$ cat config.mk
export PLATFORM = sky130hd
export DESIGN_NAME = scmp_bus_ctl_flat
export DESIGN_NICKNAME = d
export VERILOG_FILES = /design/src/rtl/scmp_bus_ctl_pkg.sv /design/src/rtl/scmp_bus_ctl_if.sv /design/src/rtl/scmp_bus_ctl_strobe_timer.sv /design/src/rtl/scmp_bus_ctl.sv /design/src/flat_wrapper.sv
export SDC_FILE = /design/constraint.sdc
export NUM_CORES = 1
export LEC_CHECK = 0
export CAP_MARGIN = 40
export CORE_MARGIN = 8
export CORE_UTILIZATION = 30
export CTS_BUF_LIST = sky130_fd_sc_hd__clkbuf_2
export DETAILED_ROUTE_END_ITERATION = 6
export PLACE_DENSITY = 0.57
export SYNTH_ARGS = -nofsm -noshare
export SYNTH_HDL_FRONTEND = slang
export SYNTH_SLANG_ARGS = --single-unit
$ cat constraint.sdc
create_clock -name clk -period 1.99 [get_ports clk]
set_clock_uncertainty 0.1 [all_clocks]
set_input_delay 0.2985 -clock clk [delete_from_list [all_inputs] [get_ports clk]]
set_output_delay 0.2985 -clock clk [all_outputs]
set_load 0.05 [all_outputs]
$ cat src/rtl/scmp_bus_ctl_pkg.sv
// Shared types and constants for the SC/MP external bus cycle controller.
package scmp_bus_ctl_pkg;

  typedef enum logic [2:0] {
    StIdle,
    StReq,
    StAddr,
    StGap,
    StStrb,
    StDone
  } bus_state_e;

  typedef struct packed {
    logic h;
    logic d;
    logic i;
    logic r;
  } bus_flags_t;

  localparam logic [7:0] AbortData = 8'hFF;

endpackage

$ cat src/rtl/scmp_bus_ctl_if.sv
// SC/MP chip-pin bus: daisy-chain arbitration, strobes, address and data lines.
interface scmp_bus_ctl_if;

  logic        ext_breq;
  logic        ext_enin;
  logic        ext_enout;
  logic        ext_ads_n;
  logic        ext_rd_n;
  logic        ext_wr_n;
  logic        ext_hold_n;
  logic [11:0] ext_addr;
  logic [7:0]  ext_dout;
  logic        ext_doe;
  logic [7:0]  ext_din;

  modport master (
    output ext_breq, ext_enout, ext_ads_n, ext_rd_n, ext_wr_n, ext_addr, ext_dout, ext_doe,
    input  ext_enin, ext_hold_n, ext_din
  );

  modport slave (
    input  ext_breq, ext_enout, ext_ads_n, ext_rd_n, ext_wr_n, ext_addr, ext_dout, ext_doe,
    output ext_enin, ext_hold_n, ext_din
  );

endinterface

$ cat src/rtl/scmp_bus_ctl_strobe_timer.sv
// Per-state phase counter and NHOLD extension counter, both saturating, with
// compare outputs for address-strobe length, minimum strobe and hold timeout.
module scmp_bus_ctl_strobe_timer #(
  parameter int unsigned AdsCycles   = 1,
  parameter int unsigned StrobeMin   = 2,
  parameter int unsigned HoldTimeout = 255
) (
  input  logic clk,
  input  logic rst_n,
  input  logic clr,
  input  logic hold_inc,
  output logic ads_done,
  output logic min_done,
  output logic timeout
);

  logic [3:0] phase_q, phase_d;
  logic [7:0] hold_q, hold_d;

  always_comb begin
    phase_d = phase_q;
    hold_d  = hold_q;
    if (clr) begin
      phase_d = '0;
      hold_d  = '0;
    end else begin
      if (phase_q != 4'hF) phase_d = phase_q + 4'd1;
      if (hold_inc && (hold_q != 8'hFF)) hold_d = hold_q + 8'd1;
    end
  end

  always_ff @(posedge clk) begin
    if (!rst_n) begin
      phase_q <= '0;
      hold_q  <= '0;
    end else begin
      phase_q <= phase_d;
      hold_q  <= hold_d;
    end
  end

  // Phase 0 is the first cycle in a state, so "N cycles done" means phase >= N-1.
  assign ads_done = 32'(phase_q) >= (AdsCycles - 1);
  assign min_done = 32'(phase_q) >= (StrobeMin - 1);
  assign timeout  = (HoldTimeout != 0) && (32'(hold_q) >= HoldTimeout);

endmodule

$ cat src/rtl/scmp_bus_ctl.sv
// Runs one SC/MP external bus cycle per microcode request: daisy-chain grant,
// address phase, gap, then read/write strobe with NHOLD wait-state extension.
module scmp_bus_ctl
  import scmp_bus_ctl_pkg::*;
#(
  parameter int unsigned AdsCycles   = 1,
  parameter int unsigned StrobeMin   = 2,
  parameter int unsigned HoldTimeout = 255
) (
  input  logic          clk,
  input  logic          rst_n,
  input  logic          req_ads,
  input  logic          req_rd,
  input  logic          req_wr,
  input  logic [3:0]    req_flags,
  input  logic [15:0]   addr_in,
  input  logic [7:0]    wdata_in,
  output logic          stall,
  output logic [7:0]    rdata,
  output logic          rdata_vld,
  output logic          bus_err,
  scmp_bus_ctl_if.master bus
);

  bus_state_e state_q, state_d;
  logic [15:0] addr_q;
  bus_flags_t  flags_q;
  logic [7:0]  wdata_q;
  logic [7:0]  rdata_q;
  logic        is_wr_q;
  logic        abort_q;

  logic accept, capture, abort, hold_inc;
  logic ads_done, min_done, timeout;

  scmp_bus_ctl_strobe_timer #(
    .AdsCycles  (AdsCycles),
    .StrobeMin  (StrobeMin),
    .HoldTimeout(HoldTimeout)
  ) u_timer (
    .clk     (clk),
    .rst_n   (rst_n),
    .clr     (state_d != state_q),
    .hold_inc(hold_inc),
    .ads_done(ads_done),
    .min_done(min_done),
    .timeout (timeout)
  );

  always_comb begin
    state_d  = state_q;
    accept   = 1'b0;
    capture  = 1'b0;
    abort    = 1'b0;
    hold_inc = 1'b0;
    unique case (state_q)
      StIdle: if (req_ads) begin
        accept  = 1'b1;
        state_d = StReq;
      end
      StReq:  if (bus.ext_enin) state_d = StAddr;
      StAddr: if (ads_done) state_d = StGap;
      StGap:  state_d = StStrb;
      StStrb: if (min_done) begin
        if (bus.ext_hold_n) begin
          capture = 1'b1;
          state_d = StDone;
        end else if (timeout) begin
          abort   = 1'b1;
          state_d = StDone;
        end else begin
          hold_inc = 1'b1;
        end
      end
      StDone: state_d = StIdle;
      default: state_d = StIdle;
    endcase
  end

  always_ff @(posedge clk) begin
    if (!rst_n) begin
      state_q <= StIdle;
      addr_q  <= '0;
      flags_q <= '0;
      wdata_q <= '0;
      rdata_q <= '0;
      is_wr_q <= 1'b0;
      abort_q <= 1'b0;
    end else begin
      state_q <= state_d;
      if (accept) begin
        addr_q  <= addr_in;
        flags_q <= bus_flags_t'(req_flags);
        wdata_q <= wdata_in;
        // Conflicting or missing direction falls back to a read.
        is_wr_q <= req_wr & ~req_rd;
        abort_q <= 1'b0;
      end
      if (capture && !is_wr_q) rdata_q <= bus.ext_din;
      if (abort) begin
        abort_q <= 1'b1;
        if (!is_wr_q) rdata_q <= AbortData;
      end
    end
  end

  assign rdata        = rdata_q;
  assign bus.ext_addr = addr_q[11:0];

  always_comb begin
    stall         = 1'b0;
    bus_err       = 1'b0;
    rdata_vld     = 1'b0;
    bus.ext_breq  = 1'b0;
    bus.ext_enout = 1'b0;
    bus.ext_ads_n = 1'b1;
    bus.ext_rd_n  = 1'b1;
    bus.ext_wr_n  = 1'b1;
    bus.ext_doe   = 1'b0;
    bus.ext_dout  = 8'h00;
    unique case (state_q)
      StIdle: begin
        bus.ext_enout = bus.ext_enin;
        stall         = rst_n & req_ads;
        bus_err       = rst_n & req_ads & req_rd & req_wr;
      end
      StReq: begin
        stall        = 1'b1;
        bus.ext_breq = 1'b1;
      end
      StAddr, StGap: begin
        stall         = 1'b1;
        bus.ext_breq  = 1'b1;
        bus.ext_ads_n = (state_q != StAddr);
        bus.ext_doe   = 1'b1;
        bus.ext_dout  = {addr_q[15:12], flags_q};
      end
      StStrb: begin
        stall        = 1'b1;
        bus.ext_breq = 1'b1;
        bus.ext_rd_n = is_wr_q;
        bus.ext_wr_n = ~is_wr_q;
        bus.ext_doe  = is_wr_q;
        bus.ext_dout = is_wr_q ? wdata_q : 8'h00;
      end
      StDone: begin
        rdata_vld = ~is_wr_q;
        bus_err   = abort_q;
      end
      default: ;
    endcase
  end

endmodule
$ cat src/flat_wrapper.sv
// flat-port wrapper written by rule: the top's interface ports become plain ports
module scmp_bus_ctl_flat import scmp_bus_ctl_pkg::*;
#(
  parameter int unsigned AdsCycles   = 1,
  parameter int unsigned StrobeMin   = 2,
  parameter int unsigned HoldTimeout = 255
)
  (clk, rst_n, req_ads, req_rd, req_wr, req_flags, addr_in, wdata_in, stall, rdata, rdata_vld, bus_err, bus_ext_breq, bus_ext_enout, bus_ext_ads_n, bus_ext_rd_n, bus_ext_wr_n, bus_ext_addr, bus_ext_dout, bus_ext_doe, bus_ext_enin, bus_ext_hold_n, bus_ext_din);
  scmp_bus_ctl_if bus_i ();
  input  logic clk;
  input  logic rst_n;
  input  logic req_ads;
  input  logic req_rd;
  input  logic req_wr;
  input  logic [3:0] req_flags;
  input  logic [15:0] addr_in;
  input  logic [7:0] wdata_in;
  output logic stall;
  output logic [7:0] rdata;
  output logic rdata_vld;
  output logic bus_err;
  output wire logic [$bits(bus_i.ext_breq)-1:0] bus_ext_breq;
  output wire logic [$bits(bus_i.ext_enout)-1:0] bus_ext_enout;
  output wire logic [$bits(bus_i.ext_ads_n)-1:0] bus_ext_ads_n;
  output wire logic [$bits(bus_i.ext_rd_n)-1:0] bus_ext_rd_n;
  output wire logic [$bits(bus_i.ext_wr_n)-1:0] bus_ext_wr_n;
  output wire logic [$bits(bus_i.ext_addr)-1:0] bus_ext_addr;
  output wire logic [$bits(bus_i.ext_dout)-1:0] bus_ext_dout;
  output wire logic [$bits(bus_i.ext_doe)-1:0] bus_ext_doe;
  input wire logic [$bits(bus_i.ext_enin)-1:0] bus_ext_enin;
  input wire logic [$bits(bus_i.ext_hold_n)-1:0] bus_ext_hold_n;
  input wire logic [$bits(bus_i.ext_din)-1:0] bus_ext_din;
  assign bus_ext_breq = bus_i.ext_breq;
  assign bus_ext_enout = bus_i.ext_enout;
  assign bus_ext_ads_n = bus_i.ext_ads_n;
  assign bus_ext_rd_n = bus_i.ext_rd_n;
  assign bus_ext_wr_n = bus_i.ext_wr_n;
  assign bus_ext_addr = bus_i.ext_addr;
  assign bus_ext_dout = bus_i.ext_dout;
  assign bus_ext_doe = bus_i.ext_doe;
  assign bus_i.ext_enin = bus_ext_enin;
  assign bus_i.ext_hold_n = bus_ext_hold_n;
  assign bus_i.ext_din = bus_ext_din;
  scmp_bus_ctl #(.AdsCycles(AdsCycles), .StrobeMin(StrobeMin), .HoldTimeout(HoldTimeout)) u_core (.clk(clk), .rst_n(rst_n), .req_ads(req_ads), .req_rd(req_rd), .req_wr(req_wr), .req_flags(req_flags), .addr_in(addr_in), .wdata_in(wdata_in), .stall(stall), .rdata(rdata), .rdata_vld(rdata_vld), .bus_err(bus_err), .bus(bus_i));
endmodule
==> flow_summary_export.csv <==
group,metric,value,unit
yosys,ys.flop_type,"dfxtp_1",
routing,dr_total_vias,2195,
routing,dr.pass1.iters,5,
yosys,synthMuxAreaShare,0.01220,
layout,syn_to_final_growth,54.55,%
timing,final_hold_viol_count,0,
timing,post-route-period-util,1.041,
yosys,synth-edff-count,0,
cts,clkLatencyLatePin,450,ps
grt,grt_first_pass_wirelength,10770,um
placed_design,place_ws,-179.4,ps
yosys,synth_common_cells,"nand2_1, dfxtp_1, a21boi_0, buf_4",
grt,grt_pass1_vias,2209,
floorplan,fp.coreArea,8093,um^2
power_and_ir_drop,clkPwrFrac,0.245,
floorplan,rows,33,
floorplan,die_area,11360,um^2
routing,drt.antenna.violating_nets,0,
cts,h-tree-depth,2,
yosys,synthSimpleGateAreaFrac,0.2379,
timing,slew_viol_final,0,
timing,fin_setup_tns,-711.6,ps
power_and_ir_drop,power.density,617.1,nW/um^2
timing,rsz0062_at_grt,"true",
cts,tritoncts,"done",
cts,cts_root_buffer,"clkbuf_2",
layout,fin_nets,415,
power_and_ir_drop,total_power,2347,uW
hold_path,holdPathStages,3,
timing,setup_violations,11,
setup_path,crit_required,1590,ps
status,violations,"setup timing",
timing,fin_crit,2072,ps
yosys,synth-compound-area-share,0.2120,
layout,fillers,796,
yosys,ys_ff_latch,53,
cts,clk_pin_slew,280,ps
yosys,synth_area_per_cell,8.790,um^2
yosys,synth_seq_area_share,0.4311,
yosys,synthCells,280,
grt,grt_overflow,0,
run,cap_violations,0,
routing,avgViaCountPerCell,4.631,
layout,drive_above_1_share,0.2683,
grt,grt_util_all_layers,0.1163,
setup_path,cp-start-kind,"flop",
timing,slew_headroom,0.6489,
cts,hold_buffers,0,
floorplan,io_pins,80,
setup_path,cp.arrival,1670,ps
yosys,ys_top_cells_by_area,"dfxtp_1, nand2_1, a21boi_0",
power_and_ir_drop,switchingPower,724.5,uW
status,status,"complete, but fails checks",
layout,antenna_cells,0,
cts,cts_buffer_depth,2,
power_and_ir_drop,power_frac_seq,0.490,
setup_path,critPathMaxFanout,5,
timing,max_slew.worst_pin.slew,523.8,ps
power_and_ir_drop,vdd_ir_drop_max,0.2425,mV
yosys,postSynth.asyncResetShare,0,
yosys,synth-xor-area-share,0.01068,
placed_design,hpwl,4766,um
setup_path,worstSetupEndpointType,"output port",
power_and_ir_drop,leakage,0.001496,uW
placed_design,port_buffers,79,
floorplan,start_util,0.3041,
timing,hold_ws,247.0,ps
yosys,synth.most_common_cell,"nand2_1",
routing,drt-wirelength-per-cell,14.16,um
grt,antenna_found_initial,0,
floorplan,die-width,106.6,um
hold_path,hold_class,"in -> reg",
cts,cts_made_buffers,5,
yosys,synth_top_area_cell,"dfxtp_1",
routing,drt_iter0_drc,92,
setup_path,crit_type,"reg -> out",
grt,grt_max_degree,42,
placed_design,globalplace.congestion,0.7324,
cts,numClockSinks,53,
yosys,ys_types,42,
yosys,synthAdderAreaFrac,0.02034,
power_and_ir_drop,p_int,1623,uW
layout,fin_util,0.4700,
yosys,synth_warnings,0,
yosys,syn-num-nets,327,
yosys,yosysTopAreaCellShare,0.4311,
power_and_ir_drop,combPwrFrac,0.266,
routing,drc_errors,0,
routing,wl,6712,um
yosys,netlist_area,2461,um^2
setup_path,r2r_cells,8,
timing,max_freq,482.6,MHz
yosys,synth_top_family_by_area,"simple AND/OR/NAND/NOR gates",
timing,layout_setup_ws,-82.05,ps
floorplan,die_h,106.6,um
power_and_ir_drop,power_switching_share,0.3087,
path summary, 6_finish.rpt:
check	start	endpoint	slack, ps
setup / recovery	u_core.state_q[2]$_SDFF_PN0_	bus_ext_dout[5]	-80
hold / removal	addr_in[0]	u_core.addr_q[0]$_SDFFE_PN0P_	250
setup reg to reg	u_core.u_timer.phase_q[1]$_SDFFE_PP0P_	u_core.u_timer.phase_q[3]$_SDFFE_PP0P_	80
hold reg to reg	u_core.addr_q[6]$_SDFFE_PN0P_	u_core.addr_q[6]$_SDFFE_PN0P_	380
final cells by class:
type / instances / area [um^2] / area share
sequential: 53 / 1071 / 0.2816
clock inverter: 3 / 46.29 / 0.01217
inverter: 4 / 15.01 / 0.003947
clock buffer: 5 / 25.02 / 0.006579
multi-input combinational: 194 / 1331 / 0.3500
tap: 105 / 131.4 / 0.03454
timing repair buffer: 110 / 1184 / 0.3112
flip-flops by register name, summed over array words and instances, names as in the netlist:
signal	cells
u_core.u_timer.hold_q	8
u_core.flags_q	4
u_core.addr_q	16
u_core.u_timer.phase_q	4
u_core.rdata	8
u_core.is_wr_q	1
u_core.state_q	3
u_core.wdata_q	8
u_core.abort_q	1
power groups by stage:
stage | combinational [uW] | sequential [uW] | clock, uW
after CTS | 611 | 1150 | 599
after floorplan | 333 | 1170 | 0
after global placement | 585 | 1160 | 0
after global routing | 672 | 1160 | 652
final | 624 | 1150 | 574
after detailed placement | 592 | 1170 | 0
worst max-delay path: stages (launching register included):
cell and delay [ps]:
dfxtp_4 410, buf_4 130, and3_4 170, buf_6 130, a22o_1 230, buf_12 150
cell families after synthesis:
| kind of cell | count (synthesis) |
|---|---|
| xor+xnor | 3 |
| flops | 53 |
| buf+inv | 33 |
| simple gates | 117 |
| compound gates | 67 |
| mux | 3 |
| fa+ha+maj | 4 |
per-stage QoR:
step,cell area (um^2),cells
final,3804,474
after global routing,3804,474
after CTS,3721,471
after detailed placement,3545,458
after global placement,3537,457
after floorplan,2464,280
routing by layer:
metal  global-route usage  routed length, um
met5                    0                  0
met4              0.02714                 45
met3              0.03599                372
met2               0.2052               3368
met1               0.1338               2925
placed cells by master (no fill, tap or decap), types with 2 or more instances in the layout:
| master | n |
|---|---|
| a21boi_0 | 31 |
| a21oi_1 | 5 |
| a21oi_2 | 2 |
| a22o_1 | 7 |
| a31oi_1 | 2 |
| and2_1 | 2 |
| and4bb_2 | 2 |
| buf_12 | 16 |
| buf_4 | 23 |
| buf_6 | 8 |
| clkbuf_2 | 5 |
| clkdlybuf4s50_1 | 42 |
| dfxtp_1 | 47 |
| dfxtp_2 | 5 |
| dlygate4sd2_1 | 20 |
| ha_1 | 3 |
| inv_1 | 3 |
| mux2i_1 | 3 |
| nand2_1 | 66 |
| nand3_1 | 4 |
| nand4_1 | 4 |
| nor2_1 | 8 |
| nor3_2 | 2 |
| nor3b_1 | 3 |
| o21ai_0 | 5 |
| o221a_2 | 8 |
| o31ai_1 | 2 |
| or2_2 | 2 |
| or3_1 | 3 |
| xor2_1 | 2 |
timing repair:
action	in CTS	in global routing
gates cloned	1	1
buffers inserted	4	2
endpoints found under the setup margin	44	29
resized for setup	44	19
pin swaps	6	11
Note: power is estimated with default switching activity, not from simulation.
